--- config.mk ---
export PLATFORM = sky130hd
export DESIGN_NAME = cordic_sincos_iter
export DESIGN_NICKNAME = d
export VERILOG_FILES = /design/src/rtl/cordic_pkg.sv /design/src/rtl/cordic_sincos_iter_micro_rot.sv /design/src/rtl/cordic_sincos_iter.sv
export SDC_FILE = /design/constraint.sdc
export NUM_CORES = 1
export LEC_CHECK = 0
export ABC_CLOCK_PERIOD_IN_PS = 6200
export CELL_PAD_IN_SITES_DETAIL_PLACEMENT = 0
export CELL_PAD_IN_SITES_GLOBAL_PLACEMENT = 1
export CORE_MARGIN = 2
export CORE_UTILIZATION = 44
export CTS_BUF_LIST = sky130_fd_sc_hd__clkbuf_4
export CTS_CLUSTER_SIZE = 40
export DETAILED_ROUTE_END_ITERATION = 7
export PLACE_DENSITY = 0.86
export REMOVE_ABC_BUFFERS = 1
export SYNTH_ARGS = -nofsm -noshare
export SYNTH_HDL_FRONTEND = slang
export SYNTH_SLANG_ARGS = --single-unit
--- constraint.sdc ---
create_clock -name CLK -period 6.2 [get_ports CLK]
set_input_delay 1.86 -clock CLK [delete_from_list [all_inputs] [get_ports CLK]]
set_output_delay 1.86 -clock CLK [all_outputs]
set_load 0.01 [all_outputs]
--- src/rtl/cordic_pkg.sv ---
// cordic_pkg: shared constants and helpers for the iterative CORDIC sine/cosine block.
//   ATAN_TABLE : atan(2^-i) for i = 0..23, 2^32 units per full turn.
//   K_GAIN_32  : CORDIC gain compensation constant K = 0.607252935, scaled by 2^32.
//   cordic_state_e : controller states (IDLE / ITERATE / DONE).
//   atan_slice : rounds a table entry down to a WIDTH-bit phase scale.
//   gain_x0    : rounds K to a 2^WIDTH scale.
//   unfold     : maps a first-quadrant (cos, sin) pair back to the full circle.
package cordic_pkg;

  localparam logic [31:0] ATAN_TABLE [24] = '{
    32'h2000_0000, 32'h12E4_051E, 32'h09FB_385B, 32'h0511_11D4,
    32'h028B_0D43, 32'h0145_D7E1, 32'h00A2_F61E, 32'h0051_7C55,
    32'h0028_BE53, 32'h0014_5F2F, 32'h000A_2F98, 32'h0005_17CC,
    32'h0002_8BE6, 32'h0001_45F3, 32'h0000_A2FA, 32'h0000_517D,
    32'h0000_28BE, 32'h0000_145F, 32'h0000_0A30, 32'h0000_0518,
    32'h0000_028C, 32'h0000_0146, 32'h0000_00A3, 32'h0000_0051
  };

  localparam logic [31:0] K_GAIN_32 = 32'd2608131496;

  typedef enum logic [1:0] {
    ST_IDLE    = 2'd0,
    ST_ITERATE = 2'd1,
    ST_DONE    = 2'd2
  } cordic_state_e;

  typedef struct packed {
    logic signed [31:0] sin_v;
    logic signed [31:0] cos_v;
  } sincos_t;

  // Rounding right shift of a 2^32-per-turn entry down to 2^width per turn.
  function automatic logic [31:0] atan_slice(input logic [4:0] idx, input int width);
    logic [32:0] acc;
    acc = {1'b0, ATAN_TABLE[idx]} + (33'd1 << (31 - width));
    return 32'(acc >> (32 - width));
  endfunction

  function automatic logic [31:0] gain_x0(input int width);
    logic [32:0] acc;
    acc = {1'b0, K_GAIN_32} + (33'd1 << (31 - width));
    return 32'(acc >> (32 - width));
  endfunction

  // Negation clamped to the symmetric range +/-(2^(width-1)-1) so the most
  // negative code never appears and the result is defined for any input.
  function automatic logic signed [31:0] neg_sat(input logic signed [31:0] v, input int width);
    logic signed [31:0] lim;
    logic signed [31:0] r;
    lim = (32'sd1 <<< (width - 1)) - 32'sd1;
    r   = -v;
    if (r > lim) r = lim;
    if (r < -lim) r = -lim;
    return r;
  endfunction

  function automatic sincos_t unfold(input logic [1:0] quad,
                                     input logic signed [31:0] c,
                                     input logic signed [31:0] s,
                                     input int width);
    sincos_t r;
    case (quad)
      2'd0: begin
        r.cos_v = c;
        r.sin_v = s;
      end
      2'd1: begin
        r.cos_v = neg_sat(s, width);
        r.sin_v = c;
      end
      2'd2: begin
        r.cos_v = neg_sat(c, width);
        r.sin_v = neg_sat(s, width);
      end
      default: begin
        r.cos_v = s;
        r.sin_v = neg_sat(c, width);
      end
    endcase
    return r;
  endfunction

endpackage

--- src/rtl/cordic_sincos_iter_micro_rot.sv ---
// cordic_micro_rot: one combinational CORDIC micro-rotation in rotation mode.
//   x_in/y_in  : current vector, signed WIDTH+2 (2 guard LSBs)
//   z_in       : residual angle, signed WIDTH+1
//   shift      : iteration index i
//   atan_in    : atan(2^-i) on the WIDTH-bit phase scale
//   x_out/y_out/z_out : vector and residual after rotating toward z = 0
module cordic_micro_rot #(
  parameter int WIDTH = 16
) (
  input  logic signed [WIDTH+1:0] x_in,
  input  logic signed [WIDTH+1:0] y_in,
  input  logic signed [WIDTH:0]   z_in,
  input  logic        [4:0]       shift,
  input  logic signed [WIDTH:0]   atan_in,
  output logic signed [WIDTH+1:0] x_out,
  output logic signed [WIDTH+1:0] y_out,
  output logic signed [WIDTH:0]   z_out
);

  logic signed [WIDTH+1:0] x_sh;
  logic signed [WIDTH+1:0] y_sh;

  always_comb begin
    x_sh = x_in >>> shift;
    y_sh = y_in >>> shift;
    // Non-negative residual: rotate counter-clockwise (d = +1).
    if (!z_in[WIDTH]) begin
      x_out = x_in - y_sh;
      y_out = y_in + x_sh;
      z_out = z_in - atan_in;
    end else begin
      x_out = x_in + y_sh;
      y_out = y_in - x_sh;
      z_out = z_in + atan_in;
    end
  end

endmodule

--- src/rtl/cordic_sincos_iter.sv ---
// cordic_sincos_iter: iterative full-turn CORDIC sine/cosine generator.
//   CLK         : clock, rising edge
//   RESET_PULSE : asynchronous active-low reset
//   START       : request, accepted with ANGLE in IDLE or DONE (ignored in ITERATE)
//   ANGLE       : unsigned phase, full turn = 2^WIDTH
//   SIN/COS     : signed results, 1.0 = 2^(WIDTH-2); held until the next result
//   VALID       : one-cycle strobe while the new SIN/COS are first presented
//   BUSY        : high while iterating
//   DBG_STATE   : controller state (cordic_state_e encoding)
// Build option: define CORDIC_GAIN_COMP_EN to start X at K (unit amplitude);
// otherwise X starts at 1.0 and the outputs carry the CORDIC gain (~1.6468).
//
// Handshake: START is a request level sampled on the rising edge; it is taken
// only when the block is not iterating, and there is no queuing. A result is
// announced by VALID for exactly one cycle, ITER edges after acceptance.
module cordic_sincos_iter
  import cordic_pkg::*;
#(
  parameter int WIDTH = 16,
  parameter int ITER  = 14
) (
  input  logic                    CLK,
  input  logic                    RESET_PULSE,
  input  logic                    START,
  input  logic        [WIDTH-1:0] ANGLE,
  output logic signed [WIDTH-1:0] SIN,
  output logic signed [WIDTH-1:0] COS,
  output logic                    VALID,
  output logic                    BUSY,
  output logic        [1:0]       DBG_STATE
);

`ifdef CORDIC_GAIN_COMP_EN
  localparam logic signed [WIDTH+1:0] X_INIT = (WIDTH+2)'(gain_x0(WIDTH));
`else
  localparam logic signed [WIDTH+1:0] X_INIT = {2'b01, {WIDTH{1'b0}}};
`endif

  cordic_state_e           state_q, state_d;
  logic        [1:0]       quad_q, quad_d;
  logic signed [WIDTH+1:0] x_q, x_d;
  logic signed [WIDTH+1:0] y_q, y_d;
  logic signed [WIDTH:0]   z_q, z_d;
  logic        [4:0]       i_q, i_d;
  logic signed [WIDTH-1:0] sin_q, sin_d;
  logic signed [WIDTH-1:0] cos_q, cos_d;

  logic signed [WIDTH:0]   atan_cur;
  logic signed [WIDTH+1:0] x_rot;
  logic signed [WIDTH+1:0] y_rot;
  logic signed [WIDTH:0]   z_rot;
  logic signed [WIDTH-1:0] c_w;
  logic signed [WIDTH-1:0] s_w;
  sincos_t                 fold;

  assign atan_cur = (WIDTH+1)'(atan_slice(i_q, WIDTH));

  cordic_micro_rot #(.WIDTH(WIDTH)) u_rot (
    .x_in    (x_q),
    .y_in    (y_q),
    .z_in    (z_q),
    .shift   (i_q),
    .atan_in (atan_cur),
    .x_out   (x_rot),
    .y_out   (y_rot),
    .z_out   (z_rot)
  );

  // Drop the two guard LSBs (arithmetic shift, truncation) of the final vector.
  assign c_w = x_rot[WIDTH+1:2];
  assign s_w = y_rot[WIDTH+1:2];

  always_comb begin
    fold = unfold(quad_q, 32'(c_w), 32'(s_w), WIDTH);
  end

  always_comb begin
    state_d = state_q;
    quad_d  = quad_q;
    x_d     = x_q;
    y_d     = y_q;
    z_d     = z_q;
    i_d     = i_q;
    sin_d   = sin_q;
    cos_d   = cos_q;

    case (state_q)
      ST_ITERATE: begin
        x_d = x_rot;
        y_d = y_rot;
        z_d = z_rot;
        i_d = i_q + 5'd1;
        if (i_q == 5'(ITER - 1)) begin
          state_d = ST_DONE;
          sin_d   = WIDTH'(fold.sin_v);
          cos_d   = WIDTH'(fold.cos_v);
        end
      end
      default: begin
        // IDLE and DONE both accept; DONE falls back to IDLE otherwise.
        state_d = ST_IDLE;
        if (START) begin
          state_d = ST_ITERATE;
          quad_d  = ANGLE[WIDTH-1:WIDTH-2];
          z_d     = {3'b000, ANGLE[WIDTH-3:0]};
          x_d     = X_INIT;
          y_d     = '0;
          i_d     = '0;
        end
      end
    endcase
  end

  always_ff @(posedge CLK or negedge RESET_PULSE) begin
    if (!RESET_PULSE) begin
      state_q <= ST_IDLE;
      quad_q  <= '0;
      x_q     <= '0;
      y_q     <= '0;
      z_q     <= '0;
      i_q     <= '0;
      sin_q   <= '0;
      cos_q   <= '0;
    end else begin
      state_q <= state_d;
      quad_q  <= quad_d;
      x_q     <= x_d;
      y_q     <= y_d;
      z_q     <= z_d;
      i_q     <= i_d;
      sin_q   <= sin_d;
      cos_q   <= cos_d;
    end
  end

  assign SIN       = sin_q;
  assign COS       = cos_q;
  assign VALID     = (state_q == ST_DONE);
  assign BUSY      = (state_q == ST_ITERATE);
  assign DBG_STATE = state_q;

endmodule
==> results of run 1 <==
per-layer routing:
metal	part of all wire	track usage	vias to the layer above
met2	0.46	0.534	996
met5	0	0	-
met1	0.38	0.391	7142
met4	0.069	0.185	0
met3	0.089	0.0627	285
li1	-	-	6729
worst max-delay path, stage by stage (launching register included):
cell,delay [ps]
dfrtp_2,500
buf_6,150
or3_4,380
mux2_4,310
mux4_2,530
nor4b_2,290
buf_4,180
and2_4,170
a41oi_4,110
xor2_1,180
ha_1,330
a21o_1,200
or3_4,350
o22ai_4,170
nor3_2,70
a311o_1,360
or4_4,580
ha_4,240
o31a_4,340
a41oi_4,270
and2_4,220
buf_6,130
buf_4,110
nand2_2,50
a31oi_1,180
placed cells by master (no fill, tap or decap), types with 8 or more instances in the layout:
master,instances
a211o_1,9
a211oi_1,9
a21o_1,26
a21oi_1,86
a21oi_2,22
a221oi_2,10
a31oi_1,14
and2_1,11
and3_1,10
buf_4,419
buf_6,22
clkbuf_4,9
clkdlybuf4s50_1,52
dfrtp_1,91
ha_1,56
inv_1,39
mux2_2,20
mux2i_1,54
mux4_2,20
nand2_1,152
nand2b_1,16
nand3_1,28
nand3b_1,38
nor2_1,125
nor2b_1,16
nor3_1,23
nor3_2,13
o211ai_1,16
o21a_1,18
o21ai_0,107
o21ai_1,18
o21ai_2,9
o21bai_1,8
o22ai_1,20
o31ai_1,8
or3_1,12
xnor2_1,71
xor2_1,25
worst min-delay path by stage:
stage	start	end	slack, ps	depth (start not counted)
after floorplan	z_q[14]	z_q[14]	480	2
after global placement	COS[15]	COS[15]	470	2
after detailed placement	COS[15]	COS[15]	470	2
after CTS	SIN[15]	SIN[15]	520	2
after global routing	COS[15]	COS[15]	550	2
final	SIN[15]	SIN[15]	510	2
cell type report:
type / count / area [um^2] / area share
Clock buffer: 9 / 67.6 / 0.00380
Clock inverter: 7 / 75.1 / 0.00422
Inverter: 45 / 170 / 0.00957
Multi-Input combinational cell: 1342 / 10600 / 0.593
Sequential cell: 94 / 2360 / 0.132
Tap cell: 378 / 473 / 0.0266
Timing Repair Buffer: 503 / 4090 / 0.230
per-stage QoR:
step / worst slack, ps / setup TNS, ps / util / instance area (um^2)
after floorplan: -1750 / -52920 / - / 12000
after global placement: -308 / -6450 / 0.572 / 16000
after detailed placement: -517 / -12100 / 0.572 / 16000
after CTS: -153 / -1350 / 0.605 / 16900
after global routing: -419 / -11300 / 0.637 / 17800
final: -254 / -4680 / 0.637 / 17800
kinds of logic after synthesis:
| logic type | count (synthesis) | synth area share |
|---|---|---|
| AOI/OAI and AO/OA | 523 | 0.284 |
| xor gates and xnor gates | 107 | 0.0759 |
| adders and majority gates | 70 | 0.0717 |
| buffers and inverters | 155 | 0.0568 |
| DFF | 94 | 0.188 |
| muxes | 101 | 0.103 |
| and+or+nand+nor | 541 | 0.221 |
sequential cells by signal, indices dropped and copies added, names as in the netlist:
name / flops
x_q: 18
y_q: 18
z_q: 17
COS: 16
SIN: 16
i_q: 5
DBG_STATE: 2
quad_q: 2
timing repair:
| action | CTS | global route |
|---|---|---|
| gates cloned | 0 | 2 |
| endpoints found under the setup margin | 32 | 34 |
| pin swaps | 70 | 83 |
| resized for setup | 118 | 144 |
| setup buffers | 32 | 27 |
==> key figures, run 1 <==
Worst setup path
  – Worst EP arrival: 6920 ps
  – Reg2Reg Setup Slack: -250 ps
  – Crit-path max FO: 6
  – CP startpoint: i_q[0]
  – Crit path capture: COS[9]
  – Worst EP required: 6670 ps
  – Reg2reg end: COS[9]
  – Worst reg2reg path startpoint: i_q[0]
  – Path depth of the worst reg2reg path: 24
  – Crit path launch type: flip-flop
  – Kind of critical path: reg2reg
  – Crit. End Element: flip-flop

Route
  – DR WL/cell: 21.5 um
  – Pre-antenna DRT Iters: 8
  – DRC: 0
  – Via density per instance: 6.37
  – Final WL: 51200 um
  – DRT antenna net count: 0
  – Iter 0 DRT Violations: 1703
  – Via count: 15152

STA
  – Clk_skew: 26.2 ps
  – Final worst slack: -254 ps
  – Rel. slew slack: 0.263
  – Final setup viols: 29
  – Max Transition Viols Final: 0
  – Final hold slack: 513 ps
  – Max Fclk: 155 MHz
  – Crit path time final: 6450 ps
  – Final hold vios: 0
  – Worst-Margin Slew: 1100 ps
  – Crit share post-route: 1.04
  – RSZ-0062 raised after global routing: true

Yosys
  – Number of distinct library cells after synthesis: 104
  – Post-synth EDFFs: 0
  – Synth Flop Type: dfrtp_1
  – Total number of yosys warnings: 0
  – Ys async rst share: 1.00
  – Post-Synthesis Cells: 1591
  – Mapped Area: 12500 um^2
  – Count leader, synth: nand2_1
  – Synth area leader: dfrtp_1
  – Area contributors post-synth: dfrtp_1, ha_1, xnor2_1, o21ai_0, nand2_1
  – Synth cell count leaders: nand2_1, o21ai_0, nor2_1, a21oi_1, dfrtp_1
  – Share of the synthesized area in the top cell type: 0.188
  – Post-synthesis sequential area ratio: 0.188
  – Yosys reg bits: 94
  – Synth Area per Inst: 7.87 um^2

Final layout
  – P&R area growth vs syn: 42.0%
  – Ant diodes: 0
  – Fillers: 2289
  – Share of cells above drive strength 1: 0.365
  – Final #Nets: 2084
  – Fin cells: 2378

Die
  – Initial Util: 0.448
  – Ports: 55
  – Core area: 27900 um^2
  – Die ar.: 29800 um^2
  – Site Rows: 61
  – Die Y: 173 um
  – Die X: 173 um

Clock network
  – CTS tree: built
  – CTS Buffer Depth: 2
  – Post-CTS Hold Buffers: 0
  – Clk_lat worst skew: 530 ps
  – Root Buffer Master: clkbuf_4
  – Worst-path clk slew: 200 ps
  – CTS Sinks: 94
  – H-tree depth: 3
  – Clock buffer count from CTS: 9

Global routing
  – Initial antenna violation count: 0
  – GRT Util Overall: 0.322
  – Vias in the first global route: 14711
  – Largest net degree at the start of global routing: 70
  – Total gr overflow: 0
  – Global-route wire length before repair: 78100 um

Placed design
  – Placed cells: 2302
  – Detailed placer's ending HPWL: 36400 um
  – GPL Wtd Cong: 1.09
  – Port bufs: 54

Status
  – Failing checks: setup timing
  – Status: complete, but fails checks

Flow run
  – Maxcap violations: 0

Worst hold path
  – Worst hold path type: reg2reg
Power of run 1 is left out: the tool's default activity adds up to more than one toggle a clock period on the data nets, which glitch-free logic cannot reach.
==> run 2: changes to the inputs <==
SLEW_MARGIN = 20   (was unset)
==> results of run 2 <==
Final layout, timing and power as in run 1 (identical DEF).
Power of run 2 is left out for the same reason.
==> run 3: changes to the inputs <==
SETUP_SLACK_MARGIN = 0.2   (was unset)
==> run 3 against run 2 <==
Net effect:
- fmax is 1.3% lower
- setup slack worse by 83 ps
- the run still ends with setup timing left
- core utilization is 1.5 points higher
- register-to-register slack worse by 80 ps
- wire length is 3.2% higher
- critical endpoint is now COS[8]
- first-iteration DRC count is 11% higher
- critical path depth is 1 higher
- hold slack worse by 4.8 ps
- highest routed layer unchanged
==> key figures, run 3 (synthesized netlist as in run 1, its figures left out) <==
Worst setup path
  – Critical path's slowest cell: or4_4
  – Worst EP required: 6670 ps (about the same)
  – Crit. End Element: flip-flop
  – Worst reg2reg path startpoint: i_q[2]
  – Kind of critical path: reg2reg
  – Crit path launch type: flip-flop
  – Worst path max stage delay: 580 ps (about the same)
  – Crit-path max FO: 8 (+2)
  – Path depth of the worst reg2reg path: 25 (+4.2%)
  – Worst EP arrival: 7010 ps (+90 ps)
  – CP startpoint: i_q[2]

Placed design
  – Detailed placer's ending HPWL: 36400 um (unchanged)
  – GPL Wtd Cong: 1.09 (unchanged)
  – Placed cells: 2302 (unchanged)
  – Port bufs: 54 (unchanged)

Final layout
  – P&R area growth vs syn: 45.3%
  – Fillers: 2180 (-4.8%)
  – Registers with the most flip-flops: x_q: 18 flops, y_q: 18 flops, z_q: 17 flops
  – Share of cells above drive strength 1: 0.381 (+0.0160)
  – Final #Nets: 2105 (+1.0%)
  – Fin cells: 2399 (+0.88%)
  – Commonest cells after routing, fill and taps aside: buf_4, nand2_1, nor2_1
  – Ant diodes: 0 (unchanged)
  – Most common cell after layout, fill and taps aside: buf_4

STA
  – Crit path time final: 6540 ps (+83.2 ps)
  – Final worst slack: -338 ps (-83.2 ps)
  – Rel. slew slack: 0.196 (-0.0664)
  – Clk_skew: 25.3 ps (-0.839 ps)
  – Final hold vios: 0 (unchanged)
  – Crit share post-route: 1.05 (+0.0134)
  – Max Fclk: 153 MHz (-1.3%)
  – Worst-Margin Slew: 1200 ps (+99.2 ps)
  – Max Transition Viols Final: 0 (unchanged)
  – Final setup viols: 28 (-3.4%)
  – RSZ-0062 raised after global routing: true

Route
  – Final WL: 52800 um (+3.2%)
  – DR WL/cell: 22.0 um (+2.3%)
  – DRC: 0 (unchanged)
  – Via density per instance: 6.39 (+0.23%)
  – Pre-antenna DRT Iters: 6 (-2)
  – Iter 0 DRT Violations: 1885 (+11%)
  – Via count: 15321 (+1.1%)
  – DRT antenna net count: 0 (unchanged)

Worst hold path
  – Worst hold path type: reg2reg
  – Hold path depth: 2 (unchanged)
  – Hold Path Origin: COS[15]

Clock network
  – Worst-path clk slew: 190 ps (about the same)
  – CTS tree: built
  – Root Buffer Master: clkbuf_4
  – H-tree depth: 3 (unchanged)
  – Clk_lat worst skew: 540 ps (about the same)
  – CTS Buffer Depth: 2 (unchanged)
  – Clock buffer count from CTS: 9 (unchanged)
  – CTS Sinks: 94 (unchanged)
  – Post-CTS Hold Buffers: 0 (unchanged)

Flow run
  – Maxcap violations: 0 (unchanged)

Status
  – Failing checks: setup timing
  – Status: complete, but fails checks

Global routing
  – Total gr overflow: 0 (unchanged)
  – Initial antenna violation count: 0 (unchanged)
  – Vias in the first global route: 14813 (+0.69%)
  – GRT Util Overall: 0.325 (+0.00323)
  – Largest net degree at the start of global routing: 70 (unchanged)
  – Global-route wire length before repair: 79000 um (+1.1%)

Die
  – Initial Util: 0.448 (unchanged)
  – Die Y: 173 um (unchanged)
  – Core area: 27900 um^2 (unchanged)
  – Ports: 55 (unchanged)
  – Die ar.: 29800 um^2 (unchanged)
  – Site Rows: 61 (unchanged)
  – Die X: 173 um (unchanged)
-- run 3: cell types whose count changed in the layout (fill, tap and decap cells not counted), sizes merged --
cell	change
clkinv	-1
buf	+20
inv	+1
clkbuf	+1
-- run 3: critical path: cells and delay by family, from the launching register on --
kind | cells | cell delay (ps)
mux | 2 | 850
buf+inv | 4 | 650
fa+ha+maj | 2 | 570
compound gates | 8 | 1800
xor+xnor | 1 | 180
simple gates | 8 | 1840
flops | 1 | 570
-- run 3: stage by stage --
| stage | TNS [ps] | area [um^2] | setup WS [ps] | hold slack [ps] | utilization |
|---|---|---|---|---|---|
| detailed placement | -12100 | 16000 | -517 | 471 | 0.572 |
| global route | -10560 | 18200 | -491 | 541 | 0.651 |
| finish | -6380 | 18200 | -338 | 508 | 0.651 |
| floorplan | -52920 | 12000 | -1750 | 484 | - |
| CTS | -1420 | 17200 | -152 | 517 | 0.614 |
| global placement | -6450 | 16000 | -308 | 469 | 0.572 |
-- run 3: area by class of cell --
| type | instances | area [um^2] | area share |
|---|---|---|---|
| clock buffer | 9 | 67.6 | 0.00371 |
| clock inverter | 7 | 75.1 | 0.00413 |
| inverter | 45 | 171 | 0.00942 |
| multi-input combinational | 1342 | 10700 | 0.590 |
| sequential | 94 | 2360 | 0.129 |
| tap | 378 | 473 | 0.0260 |
| timing repair buffer | 524 | 4320 | 0.237 |
-- run 3: path summary, 6_finish.rpt --
path / slack [ps] / to
worst max-delay path: -340 / COS[8]
worst min-delay path: 510 / COS[15]
worst max register to register: -340 / COS[8]
min in group asynchronous: 1410 / z_q[1]
worst min register to register: 510 / COS[15]
max in group asynchronous: 3720 / x_q[11]
-- run 3: routing by layer --
metal / vias up / part of all wire / track usage
met5: - / 0 / 0
met4: 0 / 0.064 / 0.172
met1: 7259 / 0.38 / 0.397
met2: 996 / 0.47 / 0.544
li1: 6770 / - / -
met3: 296 / 0.092 / 0.0622
-- run 3: what timing repair did --
item | 4_1_cts | 5_1_grt
setup buffers | 45 | 33
gates resized for setup | 153 | 152
hold endpoints to repair | 0 | 0
endpoints found under the setup margin | 32 | 36
pin swaps | 82 | 86
cloned | 0 | 3
Power of run 3 is left out for the same reason.
